==> src/rtl/st_timing_adapter_buf_if.sv <==
// Avalon-ST handshake bundle for st_timing_adapter_buf: upstream beat/grant,
// downstream beat/ready, and occupancy/error status.
interface st_timing_adapter_buf_if #(
  parameter int unsigned DATA_WIDTH = 8,
  parameter int unsigned DEPTH      = 4
);
  localparam int unsigned CW = $clog2(DEPTH + 1);

  logic                  in_valid;
  logic [DATA_WIDTH-1:0] in_data;
  logic                  in_ready;
  logic                  out_valid;
  logic [DATA_WIDTH-1:0] out_data;
  logic                  out_ready;
  logic [CW-1:0]         fill_level;
  logic                  overflow;

  modport master (
    output in_valid, in_data, out_ready,
    input  in_ready, out_valid, out_data, fill_level, overflow
  );

  modport slave (
    input  in_valid, in_data, out_ready,
    output in_ready, out_valid, out_data, fill_level, overflow
  );
endinterface

==> src/rtl/st_timing_adapter_buf.sv <==
// Avalon-ST timing adapter: converts upstream/downstream ready latencies and
// absorbs backpressure in a DEPTH-entry FIFO with a sticky overflow flag.
module st_timing_adapter_buf #(
  parameter int unsigned DATA_WIDTH        = 8,
  parameter int unsigned IN_READY_LATENCY  = 0,
  parameter int unsigned OUT_READY_LATENCY = 0,
  parameter int unsigned DEPTH             = 4
) (
  input logic                    clk,
  input logic                    reset,
  st_timing_adapter_buf_if.slave st
);
  localparam int unsigned AW = $clog2(DEPTH);
  localparam int unsigned CW = $clog2(DEPTH + 1);

  logic [DATA_WIDTH-1:0] mem [DEPTH];
  logic [AW-1:0]         wr_ptr;
  logic [AW-1:0]         rd_ptr;
  logic [CW-1:0]         count;
  logic                  overflow_q;
  logic                  in_ready_c;
  logic                  out_valid_c;
  logic                  grant;
  logic                  push;
  logic                  pop;
  logic                  illegal;

  // Upstream grant generation; with latency, outstanding grants reserve space.
  if (IN_READY_LATENCY == 0) begin : g_lat0
    assign in_ready_c = !reset && (count < CW'(DEPTH));
    assign grant      = in_ready_c;
  end else begin : g_latn
    localparam int unsigned L  = IN_READY_LATENCY;
    localparam int unsigned SW = $clog2(DEPTH + IN_READY_LATENCY + 1) + 1;

    logic [L-1:0]  grant_sr;
    logic [SW-1:0] pending;

    assign pending    = SW'($countones(grant_sr));
    assign in_ready_c = !reset && ((SW'(count) + pending) < SW'(DEPTH));
    assign grant      = grant_sr[L-1];

    always_ff @(posedge clk) begin
      if (reset) grant_sr <= '0;
      else       grant_sr <= L'({grant_sr, in_ready_c});
    end
  end

  // Downstream valid; with latency 1 every valid cycle is consumed.
  if (OUT_READY_LATENCY == 0) begin : g_rdy0
    assign out_valid_c = (count != '0);
    assign pop         = out_valid_c && st.out_ready;
  end else begin : g_rdy1
    logic rdy_d;

    always_ff @(posedge clk) begin
      if (reset) rdy_d <= 1'b0;
      else       rdy_d <= st.out_ready;
    end

    assign out_valid_c = (count != '0) && rdy_d;
    assign pop         = out_valid_c;
  end

  // A beat without its grant, or into a full buffer, is dropped and flagged.
  always_comb begin
    push    = 1'b0;
    illegal = 1'b0;
    if (st.in_valid) begin
      if (grant && (count != CW'(DEPTH))) push    = 1'b1;
      else                                illegal = 1'b1;
    end
  end

  always_ff @(posedge clk) begin
    if (reset) begin
      mem        <= '{default: '0};
      wr_ptr     <= '0;
      rd_ptr     <= '0;
      count      <= '0;
      overflow_q <= 1'b0;
    end else begin
      if (push) begin
        mem[wr_ptr] <= st.in_data;
        wr_ptr      <= wr_ptr + AW'(1);
      end
      if (pop) rd_ptr <= rd_ptr + AW'(1);
      case ({push, pop})
        2'b10:   count <= count + CW'(1);
        2'b01:   count <= count - CW'(1);
        default: count <= count;
      endcase
      if (illegal) overflow_q <= 1'b1;
    end
  end

  assign st.in_ready   = in_ready_c;
  assign st.out_valid  = out_valid_c;
  assign st.out_data   = mem[rd_ptr];
  assign st.fill_level = count;
  assign st.overflow   = overflow_q;
endmodule

==> src/flat_wrapper.sv <==
// flat-port wrapper written by rule: the top's interface ports become plain ports
module st_timing_adapter_buf_flat 
#(
  parameter int unsigned DATA_WIDTH        = 8,
  parameter int unsigned IN_READY_LATENCY  = 0,
  parameter int unsigned OUT_READY_LATENCY = 0,
  parameter int unsigned DEPTH             = 4
)
  (clk, reset, st_in_valid, st_in_data, st_out_ready, st_in_ready, st_out_valid, st_out_data, st_fill_level, st_overflow);
  st_timing_adapter_buf_if #(.DATA_WIDTH(DATA_WIDTH), .DEPTH(DEPTH)) st_i ();
  input logic clk;
  input logic reset;
  input wire logic [$bits(st_i.in_valid)-1:0] st_in_valid;
  input wire logic [$bits(st_i.in_data)-1:0] st_in_data;
  input wire logic [$bits(st_i.out_ready)-1:0] st_out_ready;
  output wire logic [$bits(st_i.in_ready)-1:0] st_in_ready;
  output wire logic [$bits(st_i.out_valid)-1:0] st_out_valid;
  output wire logic [$bits(st_i.out_data)-1:0] st_out_data;
  output wire logic [$bits(st_i.fill_level)-1:0] st_fill_level;
  output wire logic [$bits(st_i.overflow)-1:0] st_overflow;
  assign st_i.in_valid = st_in_valid;
  assign st_i.in_data = st_in_data;
  assign st_i.out_ready = st_out_ready;
  assign st_in_ready = st_i.in_ready;
  assign st_out_valid = st_i.out_valid;
  assign st_out_data = st_i.out_data;
  assign st_fill_level = st_i.fill_level;
  assign st_overflow = st_i.overflow;
  st_timing_adapter_buf #(.DATA_WIDTH(DATA_WIDTH), .IN_READY_LATENCY(IN_READY_LATENCY), .OUT_READY_LATENCY(OUT_READY_LATENCY), .DEPTH(DEPTH)) u_core (.clk(clk), .reset(reset), .st(st_i));
endmodule
==> config.mk <==
export PLATFORM = sky130hd
export DESIGN_NAME = st_timing_adapter_buf_flat
export DESIGN_NICKNAME = d
export VERILOG_FILES = /design/src/rtl/st_timing_adapter_buf_if.sv /design/src/rtl/st_timing_adapter_buf.sv /design/src/flat_wrapper.sv
export SDC_FILE = /design/constraint.sdc
export NUM_CORES = 1
export LEC_CHECK = 0
export BUFFER_PORTS_ARGS = -buffer_cell sky130_fd_sc_hd__buf_2
export CORE_MARGIN = 3
export CORE_UTILIZATION = 56
export DETAILED_ROUTE_END_ITERATION = 6
export GPL_TIMING_DRIVEN = 1
export PLACE_DENSITY = 0.82
export SLEW_MARGIN = 20
export SYNTH_ARGS = -nofsm -noshare
export SYNTH_HDL_FRONTEND = slang
export SYNTH_SLANG_ARGS = --single-unit
==> constraint.sdc <==
create_clock -name clk -period 2.72 [get_ports clk]
set_input_delay 0.136 -clock clk [delete_from_list [all_inputs] [get_ports clk]]
set_output_delay 0.136 -clock clk [all_outputs]
set_load 0.05 [all_outputs]
==> reports/qor.csv, run 1 <==
metric;value;unit
synth_nets;182;
cp-start-kind;register;
synth_commonest_cells;nor2_1, dfxtp_1, mux2i_1, mux4_2;
yosysWarnings;0;
critical_path_class;register to register;
rsz0062_at_grt;false;
drcViolationCount;0;
synth_cells;164;
numPortBuffers;25;
reg2reg_setup_slack;0.55;ns
root_buffer;clkbuf_4;
yosys-top-cells-area;dfxtp_1, mux2i_1, mux4_2, nor2_1, ha_1;
drt_first_iter_violations;40;
post_cts_buffers;0;
die_area;3961;um^2
synth_area_per_cell;11.07;um^2
max_stage_delay;0.54;ns
io_pins;26;
die_y;62.94;um
place_hpwl;2264;um
clk_pin_slew;0.12;ns
clk-insertion-delay-late;0.35;ns
grt_remaining_overflow;0;
p_leak;0.7520;nW
fin_crit_sh;79.73;%
synthFlopType;dfxtp_1;
pwr_density_cell;784.3;nW/um^2
ant_nets;0;
firstDrtPassIters;4;
wl_per_cell;14.06;um
cts_buffer_depth;2;
fin_nets;203;
achievable-frequency;0.4611;GHz
period_needed;2.169;ns
drt-total-wl;3234;um
ys_ff_latch;40;
crit_buf_inv;1;
min_from;st_in_data[4];
fillers;257;
crit_path_start;u_core.st.fill_level[2];
whs_endpoint;u_core.mem[12];
grt_max_degree;45;
slew_violations;0;
holdPathStages;3;
hp-class;primary input to register;
vdd.ir_drop.worst;0.0006627;V
clock_skew;0.008825;ns
hold_viol;0;
synth_most_common_cell;nor2_1;
r2r_cells;7;
first_global_vias;1252;
r2r_end;u_core.st.fill_level[2];
yosysTopAreaCell;dfxtp_1;
fin_util;64.35;%
cts-resized-gates;0;
cts_tree;built;
core;3078;um^2
fin_setup_tns;0;ns
synth_edf_count;0;
critPathTopFamily;adder cells;
slew_headroom;61.40;%
grt_pass1_wl;5685;um
rows;20;
cp_max_fo;13;
vias_per_cell;5.257;
mappedNetlistArea;1815;um^2
setup_violations;0;
r2r_start;u_core.st.fill_level[2];
gp_congestion;0.7373;
outcome;complete, no violations;
cts_buffers;5;
worstPathCellList;o31a_2 -> ha_1 -> inv_1 -> fa_1 -> xor2_1 -> or3_2 -> a21oi_1;
die_w;62.94;um
area_delta_synth_final;9.097;%
critPathRequiredTime;3.01;ns
end_kind;register;
cap_viol_max_count;0;
numClockSinks;40;
antenna_found_initial;0;
cp_slowest_cell;dfxtp_1;
yosysSeqAreaShare;44.11;%
num_vias;1209;
cts_hold_buf;0;
grt_usage;18.51;%
synthArstFlopShare;0;%
yosysUniqueCellTypes;22;
worstMarginPinSlew;0.5781;ns
drive_above_1_share;26.88;%
diodes;0;
initial_utilization;58.98;%
critPathArrivalTime;2.45;ns
synth_top_area_share;44.11;%
h-tree-depth;2;
==> worst max-delay path by stage <==
stage / endpoint / slack (ns) / depth (start not counted)
floorplan: u_core.st.fill_level[2] / 0.09 / 9
global placement: u_core.st.fill_level[2] / 0.71 / 7
detailed placement: u_core.st.fill_level[2] / 0.57 / 7
CTS: u_core.st.fill_level[2] / 0.54 / 7
global route: u_core.st.fill_level[2] / 0.44 / 7
finish: u_core.st.fill_level[2] / 0.55 / 7
==> through the flow <==
stage	area [um^2]	power (mW)	cells	setup slack [ns]	hold slack, ns
finish	1981	1.553	230	0.5514	0.06544
CTS	1981	1.575	230	0.5435	0.05343
global placement	1914	1.229	222	0.7140	0.4122
global route	1981	1.652	230	0.4429	0.06815
detailed placement	1914	1.252	222	0.5740	0.4309
floorplan	1815	1.150	164	0.08883	0.2807
==> report_power, final <==
group / total [mW] / switching, mW / internal, mW
combinational: 0.507 / 0.313 / 0.194
sequential: 0.724 / 0.0859 / 0.639
clock: 0.322 / 0.196 / 0.126
total: 1.55 / 0.596 / 0.958
==> state kept, by name, summed over array words and instances, names as in the netlist <==
name                  count
u_core.st.overflow        1
u_core.wr_ptr             2
u_core.mem               32
u_core.rd_ptr             2
u_core.st.fill_level      3
==> layout by cell type, fill, tap and decap left out, types with 2 or more instances in the layout <==
| cell type | n |
|---|---|
| and4bb_2 | 4 |
| buf_2 | 25 |
| a21oi_1 | 3 |
| mux4_2 | 8 |
| dfxtp_1 | 40 |
| xnor2_1 | 2 |
| nor2_1 | 41 |
| ha_1 | 5 |
| clkbuf_4 | 5 |
| inv_1 | 5 |
| mux2i_1 | 33 |
| or3_2 | 2 |
| xor2_1 | 3 |
| clkinvlp_4 | 2 |
==> worst reg2reg max path: cells and delay by family (launching register included) <==
| kind | cells | cell delay [ns] |
|---|---|---|
| compound gates | 2 | 0.36 |
| xor+xnor | 1 | 0.16 |
| fa+ha+maj | 2 | 0.58 |
| buf+inv | 1 | 0.07 |
| flops | 1 | 0.54 |
| simple gates | 1 | 0.40 |
==> cell families after synthesis <==
family	synth area share [%]
adders and majority gates	4.549
buffers and inverters	5.926
and+or+nand+nor	12.75
xor gates and xnor gates	2.413
AOI/OAI and AO/OA	2.136
DFF	44.11
muxes	28.12
==> cell type report <==
type / instances / area (um^2) / area share [%]
well taps: 44 / 55.05 / 2.780
inverters: 5 / 18.77 / 0.9476
repair buffers: 26 / 132.6 / 6.696
clock buffers: 6 / 51.30 / 2.590
multi-input cells: 107 / 907.1 / 45.80
clock inverters: 2 / 15.01 / 0.7581
flip-flops and latches: 40 / 800.8 / 40.43
==> metal layers <==
layer / vias to the layer above / GRT usage, % / wire length (um)
met4: 0 / 6.336 / 39
met2: 25 / 31.49 / 1549
li1: 603 / - / -
met5: - / 0 / 0
met3: 4 / 6.295 / 166
met1: 577 / 21.58 / 1478
Note: power is estimated with default switching activity, not from simulation.
==> inputs of run 2 (changes only) <==
--- a/config.mk
+++ b/config.mk
@@ -7,10 +7,10 @@
 export LEC_CHECK = 0
 export BUFFER_PORTS_ARGS = -buffer_cell sky130_fd_sc_hd__buf_2
 export CORE_MARGIN = 3
-export CORE_UTILIZATION = 56
+export CORE_UTILIZATION = 50
 export DETAILED_ROUTE_END_ITERATION = 6
 export GPL_TIMING_DRIVEN = 1
-export PLACE_DENSITY = 0.82
+export PLACE_DENSITY = 0.78
 export SLEW_MARGIN = 20
 export SYNTH_ARGS = -nofsm -noshare
 export SYNTH_HDL_FRONTEND = slang
==> constraint.sdc (replaced) <==
create_clock -name clk -period 1.8 [get_ports clk]
set_input_delay 0.09 -clock clk [delete_from_list [all_inputs] [get_ports clk]]
set_output_delay 0.09 -clock clk [all_outputs]
set_load 0.05 [all_outputs]
==> run 2 against run 1 <==
  * Die area is 11% higher
  * Worst setup slack worse by 0.53 ns
  * Clock skew hardly changed
  * Global-route usage is 0.13 points higher
  * Non-clock buffer count is 9 higher
  * Clock power is 96% higher
  * Combinational power is 96% higher
  * Core utilization is 2.1 points lower
  * Maximum frequency is 22% higher
  * Count of clock-buffer cells in the layout stayed put
  * Largest cell class unchanged
  * Register-to-register slack worse by 0.53 ns
  * Via count is 3.8% higher
  * Critical endpoint unchanged
==> reports/qor.csv, run 2 (synthesis gave the netlist of run 1 again) <==
metric;value;unit
r2r_start;u_core.st.fill_level[2];
pwr_density_cell;1255;nW/um^2
die_y;66.26;um
area_delta_synth_final;17.16;%
setup_slack;0.01741;ns
cap_viol_max_count;0;
numPortBuffers;25;
r2r_end;u_core.st.fill_level[2];
place_ws;-0.02042;ns
numClockSinks;40;
reg2reg_setup_slack;0.02;ns
antenna_found_initial;0;
holdWs;0.01668;ns
wl_per_cell;14.93;um
cts_hold_buf;0;
cp_max_fo;6;
place_area;1984;um^2
fin_setup_tns;0;ns
cp-start-kind;register;
clock_skew;0.008361;ns
diodes;0;
end_kind;register;
first_global_vias;1307;
grt_usage;18.64;%
drt-total-wl;3597;um
firstDrtPassIters;4;
r2r_cells;7;
drcViolationCount;0;
achievable-frequency;0.5610;GHz
root_buffer;clkbuf_4;
grt_max_degree;45;
vias_per_cell;5.207;
cts_tree;built;
slew_violations;0;
critical_path_class;register to register;
slew_headroom;71.97;%
cts_buffer_depth;2;
fin_nets;212;
fin_crit_sh;99.03;%
top_register;u_core.mem;
drive_above_1_share;35.38;%
die_area;4390;um^2
gp_congestion;0.7375;
io_pins;26;
holdPathStages;3;
cts_buffers;5;
critPathRequiredTime;2.09;ns
h-tree-depth;2;
period_needed;1.783;ns
mostFrequentLayoutCell;nor2_1;
core;3416;um^2
clk_pin_slew;0.12;ns
final_cell_mix;nor2_1, dfxtp_1, mux2i_1;
largest_reg_flops;32;
worstMarginPinSlew;0.4151;ns
die_w;66.26;um
min_from;st_in_data[3];
whs_endpoint;u_core.mem[3];
p_leak;0.8259;nW
ant_nets;0;
hp-class;primary input to register;
critPathArrivalTime;2.07;ns
outcome;complete, no violations;
grt_pass1_wl;5982;um
hold_viol;0;
drt_first_iter_violations;47;
vdd.ir_drop.worst;0.0007981;V
clk-insertion-delay-late;0.36;ns
initial_utilization;53.15;%
num_vias;1255;
final_cell_area;2127;um^2
place_hpwl;2495;um
grt_remaining_overflow;0;
setup_violations;0;
rows;21;
## run 2: changes by cell type in the layout (fill, tap and decap cells not counted), moves of 2 or more
| cell | delta |
|---|---|
| dfxtp_4 | +3 |
| buf_4 | +9 |
| clkinvlp_4 | -2 |
| dfxtp_1 | -4 |
## run 2: how the worst max path moves through the flow
stage	from	endpoint	cells past startpoint
2_1_floorplan	u_core.st.fill_level[2]	u_core.st.fill_level[2]	9
3_5_place_dp	u_core.st.fill_level[2]	u_core.st.fill_level[2]	7
5_1_grt	u_core.st.fill_level[2]	u_core.st.fill_level[2]	7
6_report	u_core.st.fill_level[2]	u_core.st.fill_level[2]	7
4_1_cts	u_core.st.fill_level[2]	u_core.st.fill_level[2]	7
3_3_place_gp	u_core.st.fill_level[2]	u_core.st.fill_level[2]	7
## run 2: layer usage
layer	vias up	part of all wire [%]	GRT usage, %	wire (um)
met5	-	0	0	0
met4	0	1.6	9.898	58
met3	5	3.7	4.082	132
met2	22	51	31.72	1852
met1	606	43	21.63	1553
li1	622	-	-	-
## run 2: power breakdown
part           switching, mW  internal, mW
Sequential            0.0707         0.976
Clock                  0.297         0.333
Combinational          0.587         0.405
## run 2: metrics by stage
| step | util, % | power (mW) | cells |
|---|---|---|---|
| 2_1_floorplan | - | 1.775 | 164 |
| 3_3_place_gp | 58.10 | 1.943 | 230 |
| 3_5_place_dp | 58.10 | 1.984 | 230 |
| 4_1_cts | 61.36 | 2.648 | 239 |
| 5_1_grt | 62.27 | 2.817 | 241 |
| 6_report | 62.27 | 2.669 | 241 |
## run 2: critical path, cell delays in order (launching register included)
cell and delay [ns]:
dfxtp_4 0.41, o31a_4 0.16, ha_4 0.13, inv_2 0.04
fa_2 0.34, xor2_1 0.18, or3_4 0.33, a21oi_2 0.12
## run 2: final cells by class
class                           count  area, um^2
Fill cell                         297        1289
Sequential cell                    40       813.3
Clock inverter                      2       38.79
Inverter                            5       18.77
Clock buffer                        6       51.30
Tap cell                           46       57.56
Multi-Input combinational cell    107       947.2
Timing Repair Buffer               35       200.2
## run 2: what timing repair did
action | 4_1_cts | 5_1_grt
endpoints found under the setup margin | 2 | 2
setup buffers | 1 | 2
gates resized for setup | 3 | 4
pin swaps | 0 | 1
==> inputs of run 3 (changes only) <==
--- a/config.mk
+++ b/config.mk
@@ -5,12 +5,12 @@
 export SDC_FILE = /design/constraint.sdc
 export NUM_CORES = 1
 export LEC_CHECK = 0
-export BUFFER_PORTS_ARGS = -buffer_cell sky130_fd_sc_hd__buf_2
 export CORE_MARGIN = 3
-export CORE_UTILIZATION = 50
+export CORE_UTILIZATION = 55
 export DETAILED_ROUTE_END_ITERATION = 6
-export GPL_TIMING_DRIVEN = 1
-export PLACE_DENSITY = 0.78
+export DONT_BUFFER_PORTS = 1
+export GPL_TIMING_DRIVEN = 0
+export PLACE_DENSITY = 0.77
 export SLEW_MARGIN = 20
 export SYNTH_ARGS = -nofsm -noshare
 export SYNTH_HDL_FRONTEND = slang
==> run 3 against run 2 <==
  * The flow now finishes with violations (negative setup slack)
  * Count of clock-buffer cells in the layout rose by 1
  * Global-route usage rose by 2.4 points
  * Combinational power decreased by 16%
  * Cell count fell by 5.0%
  * Via count down 1.3%
  * Largest power group unchanged
  * Worst hold slack gained 0.0032 ns
  * Sequential cell count unchanged
  * Core utilization rose by 6.0 points
  * First-iteration DRC count grew 51%
  * Routed wire length increased by 4.4%
  * Register-to-register slack lost 0.21 ns
  * Clock power fell by 16%
==> reports/qor.csv, run 3 (synthesis gave the netlist of run 1 again) <==
metric;value;unit
antenna_found_initial;0;
fin_crit_sh;110.6;%
cp-start-kind;register;
clk_pin_slew;0.12;ns
critPathArrivalTime;2.27;ns
worstPathCellList;buf_8 -> nor2_4 -> nand2_1 -> ha_2 -> inv_2 -> fa_2 -> xor2_1 -> or3_4 -> a21oi_2;
firstDrtPassIters;4;
drive_above_1_share;23.78;%
cap_viol_max_count;0;
pwr_density_cell;1180;nW/um^2
p_leak;0.7578;nW
final_cell_area;2120;um^2
cp_max_fo;4;
initial_utilization;58.51;%
critical_path_class;register to register;
violations;negative setup slack;
final_cell_mix;nor2_1, dfxtp_1, mux2i_1;
numClockSinks;40;
place_hpwl;2531;um
ant_nets;0;
mostFrequentLayoutCell;nor2_1;
rows;20;
h-tree-depth;2;
cts_tree;built;
largest_reg_flops;32;
slew_headroom;62.30;%
top_register;u_core.mem;
place_area;1902;um^2
diodes;0;
drt-total-wl;3755;um
r2r_end;u_core.st.fill_level[2];
hold_viol;0;
vias_per_cell;5.410;
core;3103;um^2
grt_max_degree;13;
max_stage_delay;0.43;ns
slew_violations;0;
r2r_cells;9;
r2r_start;u_core.st.fill_level[2];
min_from;st_out_ready;
setup_slack;-0.1902;ns
io_pins;26;
critPathRequiredTime;2.08;ns
vdd.ir_drop.worst;0.001144;V
grt_pass1_wl;6541;um
fin_setup_tns;-0.3226;ns
grt_usage;21.09;%
holdWs;0.01986;ns
rsz0062_at_grt;true;
cp_slowest_cell;dfxtp_4;
die_area;4027;um^2
setup_violations;2;
holdPathStages;3;
root_buffer;clkbuf_4;
cts_buffer_depth;2;
achievable-frequency;0.5025;GHz
cts_buffers;5;
fin_nets;202;
grt_remaining_overflow;0;
die_y;63.46;um
period_needed;1.990;ns
clock_skew;0.01180;ns
outcome;finished with violations;
whs_endpoint;u_core.rd_ptr[1];
wl_per_cell;16.40;um
clk-insertion-delay-late;0.35;ns
reg2reg_setup_slack;-0.19;ns
hp-class;primary input to register;
first_global_vias;1376;
die_w;63.46;um
gp_congestion;0.7446;
end_kind;register;
place_ws;-0.2894;ns
drt_first_iter_violations;71;
drcViolationCount;0;
fillers;266;
area_delta_synth_final;16.75;%
worstMarginPinSlew;0.5655;ns
num_vias;1239;
numPortBuffers;0;
## run 3: changes by cell type in the layout (fill, tap and decap cells not counted), moves of 4 or more
cell           change
clkbuf_1           +5
buf_6              +4
dlygate4sd3_1      +9
buf_2             -25
buf_4              -5
## run 3: how the worst max path moves through the flow
stage | from | depth (start not counted) | end
finish | u_core.st.fill_level[2] | 9 | u_core.st.fill_level[2]
global route | u_core.st.fill_level[2] | 9 | u_core.st.fill_level[2]
CTS | u_core.st.fill_level[2] | 9 | u_core.st.fill_level[2]
detailed placement | u_core.st.fill_level[2] | 9 | u_core.st.fill_level[2]
global placement | u_core.st.fill_level[2] | 9 | u_core.st.fill_level[2]
floorplan | u_core.st.fill_level[2] | 9 | u_core.st.fill_level[2]
## run 3: power breakdown
part,internal [mW],switching [mW]
registers,0.979,0.159
logic,0.359,0.479
clock network,0.236,0.291
total,1.57,0.928
## run 3: metal layers
layer | track usage, % | vias to the layer above | part of all wire [%]
met5 | 0 | - | 0
met4 | 7.547 | 0 | 1.4
met3 | 7.665 | 7 | 5.2
met2 | 35.20 | 33 | 49
met1 | 24.77 | 603 | 44
li1 | - | 596 | -
## run 3: final cells by class
type                            count  area [um^2]  area share, %
Timing Repair Buffer               13        120.1          5.667
Clock buffer                        7        66.31          3.129
Inverter                            5        18.77         0.8855
Buffer                             12        103.9          4.900
Multi-Input combinational cell    107        938.4          44.27
Tap cell                           44        55.05          2.597
Sequential cell                    40        812.0          38.31
Clock inverter                      1        5.005         0.2361
## run 3: worst max-delay path, delay by kind of cell (launching register included)
kind                       cells  cell delay [ns]
AOI/OAI and AO/OA              1             0.12
xor gates and xnor gates       1             0.07
adders and majority gates      2             0.39
buffers and inverters          2             0.19
DFF                            1             0.43
and+or+nand+nor                3             0.72
## run 3: metrics by stage
stage	utilization, %	instances	total power, mW
floorplan	-	164	1.775
global placement	61.29	208	1.861
detailed placement	61.29	208	1.889
CTS	67.42	228	2.477
global route	68.31	229	2.647
finish	68.31	229	2.502
## run 3: repair_timing
item,CTS,global route
pin swaps,6,4
setup buffers,3,1
setup endpoints to repair,4,7
gates resized for setup,2,6
endpoints found under the hold margin,33,0
hold buffers,9,0
